===== src/rtl/hazard_ctrl.sv =====
// hazard_ctrl: five-stage pipeline hazard controller (load-use stall, EX branch flush, mul/div hold-in-ID)
// Ports: clk, rstn (sync active-low); id_rs1/id_rs2/id_uses_rs1/id_uses_rs2/id_md_valid from ID;
//   ex_rd/ex_memread/ex_branch_taken from EX; ctrl_select/pc_write/if_id_write/if_id_flush to the
//   pipeline registers; md_busy while a mul/div is held; stall_cycles saturating debug counter.
// Build option: HAZARD_CTRL_MULDIV_EN enables the MD_WAIT/MD_ISSUE sequencing and the latency counter.
module hazard_ctrl #(
    parameter int unsigned MD_LAT = 4
) (
    input  logic        clk,
    input  logic        rstn,
    input  logic [4:0]  id_rs1,
    input  logic [4:0]  id_rs2,
    input  logic        id_uses_rs1,
    input  logic        id_uses_rs2,
    input  logic        id_md_valid,
    input  logic [4:0]  ex_rd,
    input  logic        ex_memread,
    input  logic        ex_branch_taken,
    output logic        ctrl_select,
    output logic        pc_write,
    output logic        if_id_write,
    output logic        if_id_flush,
    output logic        md_busy,
    output logic [15:0] stall_cycles
);
    logic load_use;
    logic stall;

    assign load_use = ex_memread & (ex_rd != 5'd0) &
                      ((id_uses_rs1 & (id_rs1 == ex_rd)) | (id_uses_rs2 & (id_rs2 == ex_rd)));

`ifdef HAZARD_CTRL_MULDIV_EN
    typedef enum logic [1:0] {RUN, MD_WAIT, MD_ISSUE} state_t;
    localparam logic [3:0] LAT_M1 = 4'(MD_LAT - 1);
    state_t     state;
    logic [3:0] cnt;

    // A taken branch overrides every hold; MD_ISSUE passes so the held op is not re-triggered.
    assign stall   = ~ex_branch_taken &
                     (((state == RUN) & (load_use | id_md_valid)) | (state == MD_WAIT));
    assign md_busy = state == MD_WAIT;

    always_ff @(posedge clk) begin
        if (!rstn) begin
            state <= RUN;
            cnt   <= 4'd0;
        end else if (ex_branch_taken) begin
            state <= RUN;
            cnt   <= 4'd0;
        end else begin
            case (state)
                RUN: begin
                    // load-use takes precedence: a dependent mul/div enters only after the load stall
                    if (!load_use && id_md_valid) begin
                        state <= MD_WAIT;
                        cnt   <= LAT_M1;
                    end
                end
                MD_WAIT: begin
                    if (cnt == 4'd1) state <= MD_ISSUE;
                    else cnt <= cnt - 4'd1;
                end
                default: state <= RUN;
            endcase
        end
    end
`else
    logic [4:0] unused_md;

    assign unused_md = {id_md_valid, 4'(MD_LAT)};
    assign stall     = ~ex_branch_taken & load_use;
    assign md_busy   = 1'b0;
`endif

    assign ctrl_select = ~stall & ~ex_branch_taken;
    assign pc_write    = ~stall;
    assign if_id_write = ~stall;
    assign if_id_flush = ex_branch_taken;

    always_ff @(posedge clk) begin
        if (!rstn) stall_cycles <= 16'd0;
        else if (!pc_write && stall_cycles != 16'hFFFF) stall_cycles <= stall_cycles + 16'd1;
    end
endmodule


===== config.mk =====
export PLATFORM = sky130hd
export DESIGN_NAME = hazard_ctrl
export DESIGN_NICKNAME = d
export VERILOG_FILES = /design/src/rtl/hazard_ctrl.sv
export SDC_FILE = /design/constraint.sdc
export NUM_CORES = 1
export LEC_CHECK = 0
export CORE_MARGIN = 5
export CORE_UTILIZATION = 46
export DETAILED_ROUTE_END_ITERATION = 7
export PLACE_DENSITY = 0.84
export SYNTH_ARGS = -nofsm -noshare
export SYNTH_HDL_FRONTEND = slang
export SYNTH_SLANG_ARGS = --single-unit

===== constraint.sdc =====
create_clock -name clk -period 5 [get_ports clk]
set_clock_uncertainty 0.2 [all_clocks]
set_input_delay 1.25 -clock clk [delete_from_list [all_inputs] [get_ports clk]]
set_output_delay 1.25 -clock clk [all_outputs]
set_load 0.005 [all_outputs]

# After elaboration in Yosys (flattened, before gate mapping)
# Index checks and enable logic that the tools add are counted.
[totals]
ff_bits = 16
latchBits = 0
mem_bits_rw = 0
rom_bits = 0
in_bits = 22
output_inout_bits = 21
mem_count = 0
[classes]
addsub = 1
multipliers = 0
n_div = 0
n_lt_le_gt_ge = 0
n_eq_ne = 3
n_shift = 0
mux = 0
bitwise_logic = 9
n_reduce_logical = 2
[op_table]
columns = ["op", "count"]
rows = [
  ["16-bit by 1-bit adder with 16-bit output (second input constant)", 1],
  ["16-bit != test (second input constant)", 1],
  ["5-bit equality test", 2],
  ["1-bit AND", 6],
  ["5-bit nonzero test", 1],
  ["1-bit inverter", 2],
  ["1-bit logical AND", 1],
  ["1-bit bitwise OR", 1],
]

# Longest topological paths before layout
[depth]
depth_word = 7
depth_mapped = 7

# Worst setup path before layout
# Ideal clock, no wire load.
[synth_timing]
kind = "in2out"
from = "input port ex_rd[3]"
to = "output port pc_write"
t_arrival_ns = 2.491
required_time_ns = 3.550
setup_slack_ns = 1.059
cell_stages = 6
n_path_buf = 2
cell_sequence = "xor2_1 -> nor4_1 -> a32oi_1 -> clkbuf_1 -> or2_2 -> buf_4"
[synth_via]
elab_chain_cells = 6
[synth_rtl]
columns = ["item", "line", "rtl"]
rows = [
  ["start, declared", "16", "input logic [4:0] ex_rd,"],
  ["5-bit equality test", "30", "((id_uses_rs1 & (id_rs1 == ex_rd)) | (id_uses_rs2 & (id_rs2 == ex_rd)));"],
  ["1-bit AND", "30", ""],
  ["1-bit bitwise OR", "30", ""],
  ["1-bit AND *", "29", "assign load_use = ex_memread & (ex_rd != 5'd0) &"],
  ["1-bit AND *", "71", "assign stall = ~ex_branch_taken & load_use;"],
  ["1-bit inverter *", "--", ""],
  ["end, declared", "20", "output logic pc_write,"],
]
# Mark *: on every way between the ends. The rest lies on a longest branch, timed or not.

# Final worst setup path
[layout_timing]
from = "input port ex_rd[1]"
to = "output port ctrl_select"
[layout_via]
elab_chain_cells = 7
[layout_rtl]
columns = ["item", "line", "rtl"]
rows = [
  ["5-bit equality test", "30", ""],
  ["1-bit AND", "30", ""],
  ["1-bit bitwise OR", "30", ""],
  ["1-bit AND *", "29", ""],
  ["1-bit AND *", "71", ""],
  ["1-bit inverter *", "75", "assign ctrl_select = ~stall & ~ex_branch_taken;"],
  ["1-bit AND *", "75", ""],
  ["end, declared", "19", "output logic ctrl_select,"],
]
# Marked as above.

==> summary.txt <==
Area Overhead vs Synth - 40.25%
Initial DRC Count - 53
status - finished, final reports clean
Comb power frac - 15.9%
P_sw - 0.00006552 W
YS warnings - 0
slowest CP cell - or4_1
post-synthesis sequential area ratio - 28.86%
Worst Reg-to-Reg Cells - 5
clock tree from TritonCTS - built
Post-CTS Resized - 0
drt via density - 6.188
io pins - 43
sequential power share - 49.0%
max reg flops - 16
Die X - 59.12 um
gpl congestion - 0.8230
Regs by FF count - stall_cycles x16
Syn Area/Cell - 8.160 um^2
Final Total Pwr - 0.0002604 W
#FFs+latches synth - 16
ys async rst share - 0%
PwrDens - 167.3 mW/mm^2
drt drc - 0
HPWL Detailed - 2584 um
Final setup viols - 0
Crit Path Class - primary input to output pin
Worst VDD drop - 0.1283 mV
Pint - 0.0001949 W
clock tree buffer depth - 2
Max H-tree Level - 1
Mapped Cells - 136
total die area - 0.003495 mm^2
clock sink count - 16
register area - 320.3 um^2
critical path launch point type - primary input
number of enable flip-flop cells after synthesis - 0
starting density of the core - 49.22%
global route overflow - 0
crit path from - ex_rd[1]
max incr delay on CP - 0.56 ns
fin crit period - 4.715 ns
hold_ws - 0.3088 ns
Max Cap Viol - 0
I/O Buffers - 40
Top cell by count, worst path - clkdlybuf4s50_1
DR WL/cell - 16.34 um
area of the multi-input gates - 723.2 um^2
# hold bufs at CTS - 0
pin count of the biggest net entering global routing - 18
Clock transition at path regs - 0.11 ns
Hold Vio Cnt, Final - 0
Worst Setup End Kind - output pin
remaining antenna violation count - 0
Reg-to-Reg Start - stall_cycles[8]
main flop type after synthesis - dfxtp_1
initial antenna violation count - 0
worst path arrival time - 3.27 ns
Slew Limit Fails - 0
worst r2r dst - stall_cycles[13]
Pleak - 0.4645 nW
Hold Path Depth - 2
hold wc startpoint - stall_cycles[9]
Clock Latency Late Sink - 0.30 ns
synthesized area - 0.001110 mm^2
antenna cells - 0
core area - 0.002255 mm^2
Root Driver - clkbuf_4
Buf/Inv on CP - 2
CTS Buf Count - 3
Rows - 17
Clock power frac - 35.1%
Post CTS Setup Buffer Count - 0
Crit path max-delay family - buffers and inverters
r2r setup slk - 2.64 ns
DRT Pass-1 Iters - 4
GRT Util Overall - 19.65%
Rel. slew slack - 51.02%
Cell variety after synth - 41
sw frac - 25.16%
worst path cell trace - clkdlybuf4s50_1, or4_1, o21a_1, nor2b_1, nor2_1, clkdlybuf4s50_1
vias in the first global route - 1204
Die Y - 59.12 um
CP Max Fanout - 5
Hold Path End - stall_cycles[9]
worst path required time - 3.55 ns
first-pass GRT wire length - 5437 um
Final #Nets - 198
Slew @ Worst Pin - 0.7280 ns
unrepaired setup endpoints after global routing - no
share of cells above drive strength 1 - 7.471%
total wire length - 3300 um
Post-Route Setup TNS - 0 ns
Fmax - 212.1 MHz
Fill cells - 194
HP Class - flip-flop to flip-flop
syn nets - 159
period utilization - 94.30%
Top reg by flops - stall_cycles
total number of vias - 1250
## cells in the final DEF, fill, tap and decap left out, types with 2 or more instances in the layout
master	count
nor2_1	3
o21ai_0	4
nand3_1	6
clkdlybuf4s50_1	40
or4_1	12
nor3_1	2
xor2_1	8
or2_2	2
o21a_1	3
buf_4	3
dfxtp_1	16
xnor2_1	2
nand2_1	7
nor2b_1	2
a21oi_1	12
nand4_1	4
clkbuf_4	3
inv_1	5
o31ai_1	8
nor4_1	5
o41ai_1	3
or3_1	4
## tightest hold or removal path: cells and delay by family, from the launching register on
kind | cells | cell delay [ns]
compound gates | 2 | 0.13
flops | 1 | 0.35
## final cells by class
class | count | area share [%]
well taps | 28 | 2.251
inverters | 5 | 1.206
multi-input cells | 106 | 46.46
flip-flops and latches | 16 | 20.58
repair buffers | 43 | 27.17
clock buffers | 4 | 2.331
## power groups by stage
stage | Clock (W) | Combinational [W] | Sequential [W]
after global placement | 0 | 0.0000400 | 0.000130
final | 0.0000914 | 0.0000414 | 0.000128
after CTS | 0.0000910 | 0.0000412 | 0.000128
after floorplan | 0 | 0.0000166 | 0.000130
after global routing | 0.0000989 | 0.0000448 | 0.000128
after detailed placement | 0 | 0.0000410 | 0.000131
## worst max-delay path by stage
stage	cells past startpoint	to	slack, ns
6_report	6	ctrl_select	0.28
5_1_grt	8	ctrl_select	0.12
4_1_cts	6	ctrl_select	0.28
3_5_place_dp	6	ctrl_select	0.28
3_3_place_gp	6	ctrl_select	0.30
2_1_floorplan	6	pc_write	1.06
## cell usage after synthesis, drive strengths merged, types with 5 or more instances
| master | instances | share of area, % |
|---|---|---|
| dfxtp | 16 | 29 |
| or4 | 13 | 9.1 |
| a21oi | 12 | 5.4 |
| o31ai | 8 | 5.4 |
| xor2 | 8 | 6.3 |
| nand2 | 7 | 2.4 |
| nand3 | 6 | 2.7 |
| buf | 5 | 2.9 |
| inv | 5 | 1.7 |
| nand4 | 5 | 4.2 |
| nor4 | 5 | 2.8 |
## logic make-up (layout without fill, tap and decap cells)
| logic type | after synthesis | after routing | synth area share [%] |
|---|---|---|---|
| DFF | 16 | 16 | 28.86 |
| AOI/OAI and AO/OA | 35 | 35 | 21.08 |
| xor gates and xnor gates | 10 | 10 | 7.892 |
| adders and majority gates | 1 | 1 | 1.127 |
| other | 1 | 1 | 0.3379 |
| buffers and inverters | 14 | 52 | 5.975 |
| and+or+nand+nor | 59 | 59 | 34.73 |
## metal layers
layer / up-vias / wire [um] / part of all wire, % / global-route usage [%]
li1: 601 / - / - / -
met1: 584 / 1395 / 42 / 25.88
met2: 53 / 1634 / 50 / 32.02
met3: 12 / 192 / 5.8 / 3.486
met4: 0 / 78 / 2.4 / 6.796
met5: - / 0 / 0 / 0
## per-stage QoR
step / utilization (%) / instances / cell area (um^2) / worst slack (ns)
after floorplan: - / 136 / 1110 / 1.059
after global placement: 67.43 / 198 / 1520 / 0.2968
after detailed placement: 67.43 / 198 / 1520 / 0.2750
after CTS: 69.03 / 202 / 1556 / 0.2759
after global routing: 69.03 / 202 / 1556 / 0.1164
final: 69.03 / 202 / 1556 / 0.2848
No activity file was read; power rests on OpenSTA's default activity.
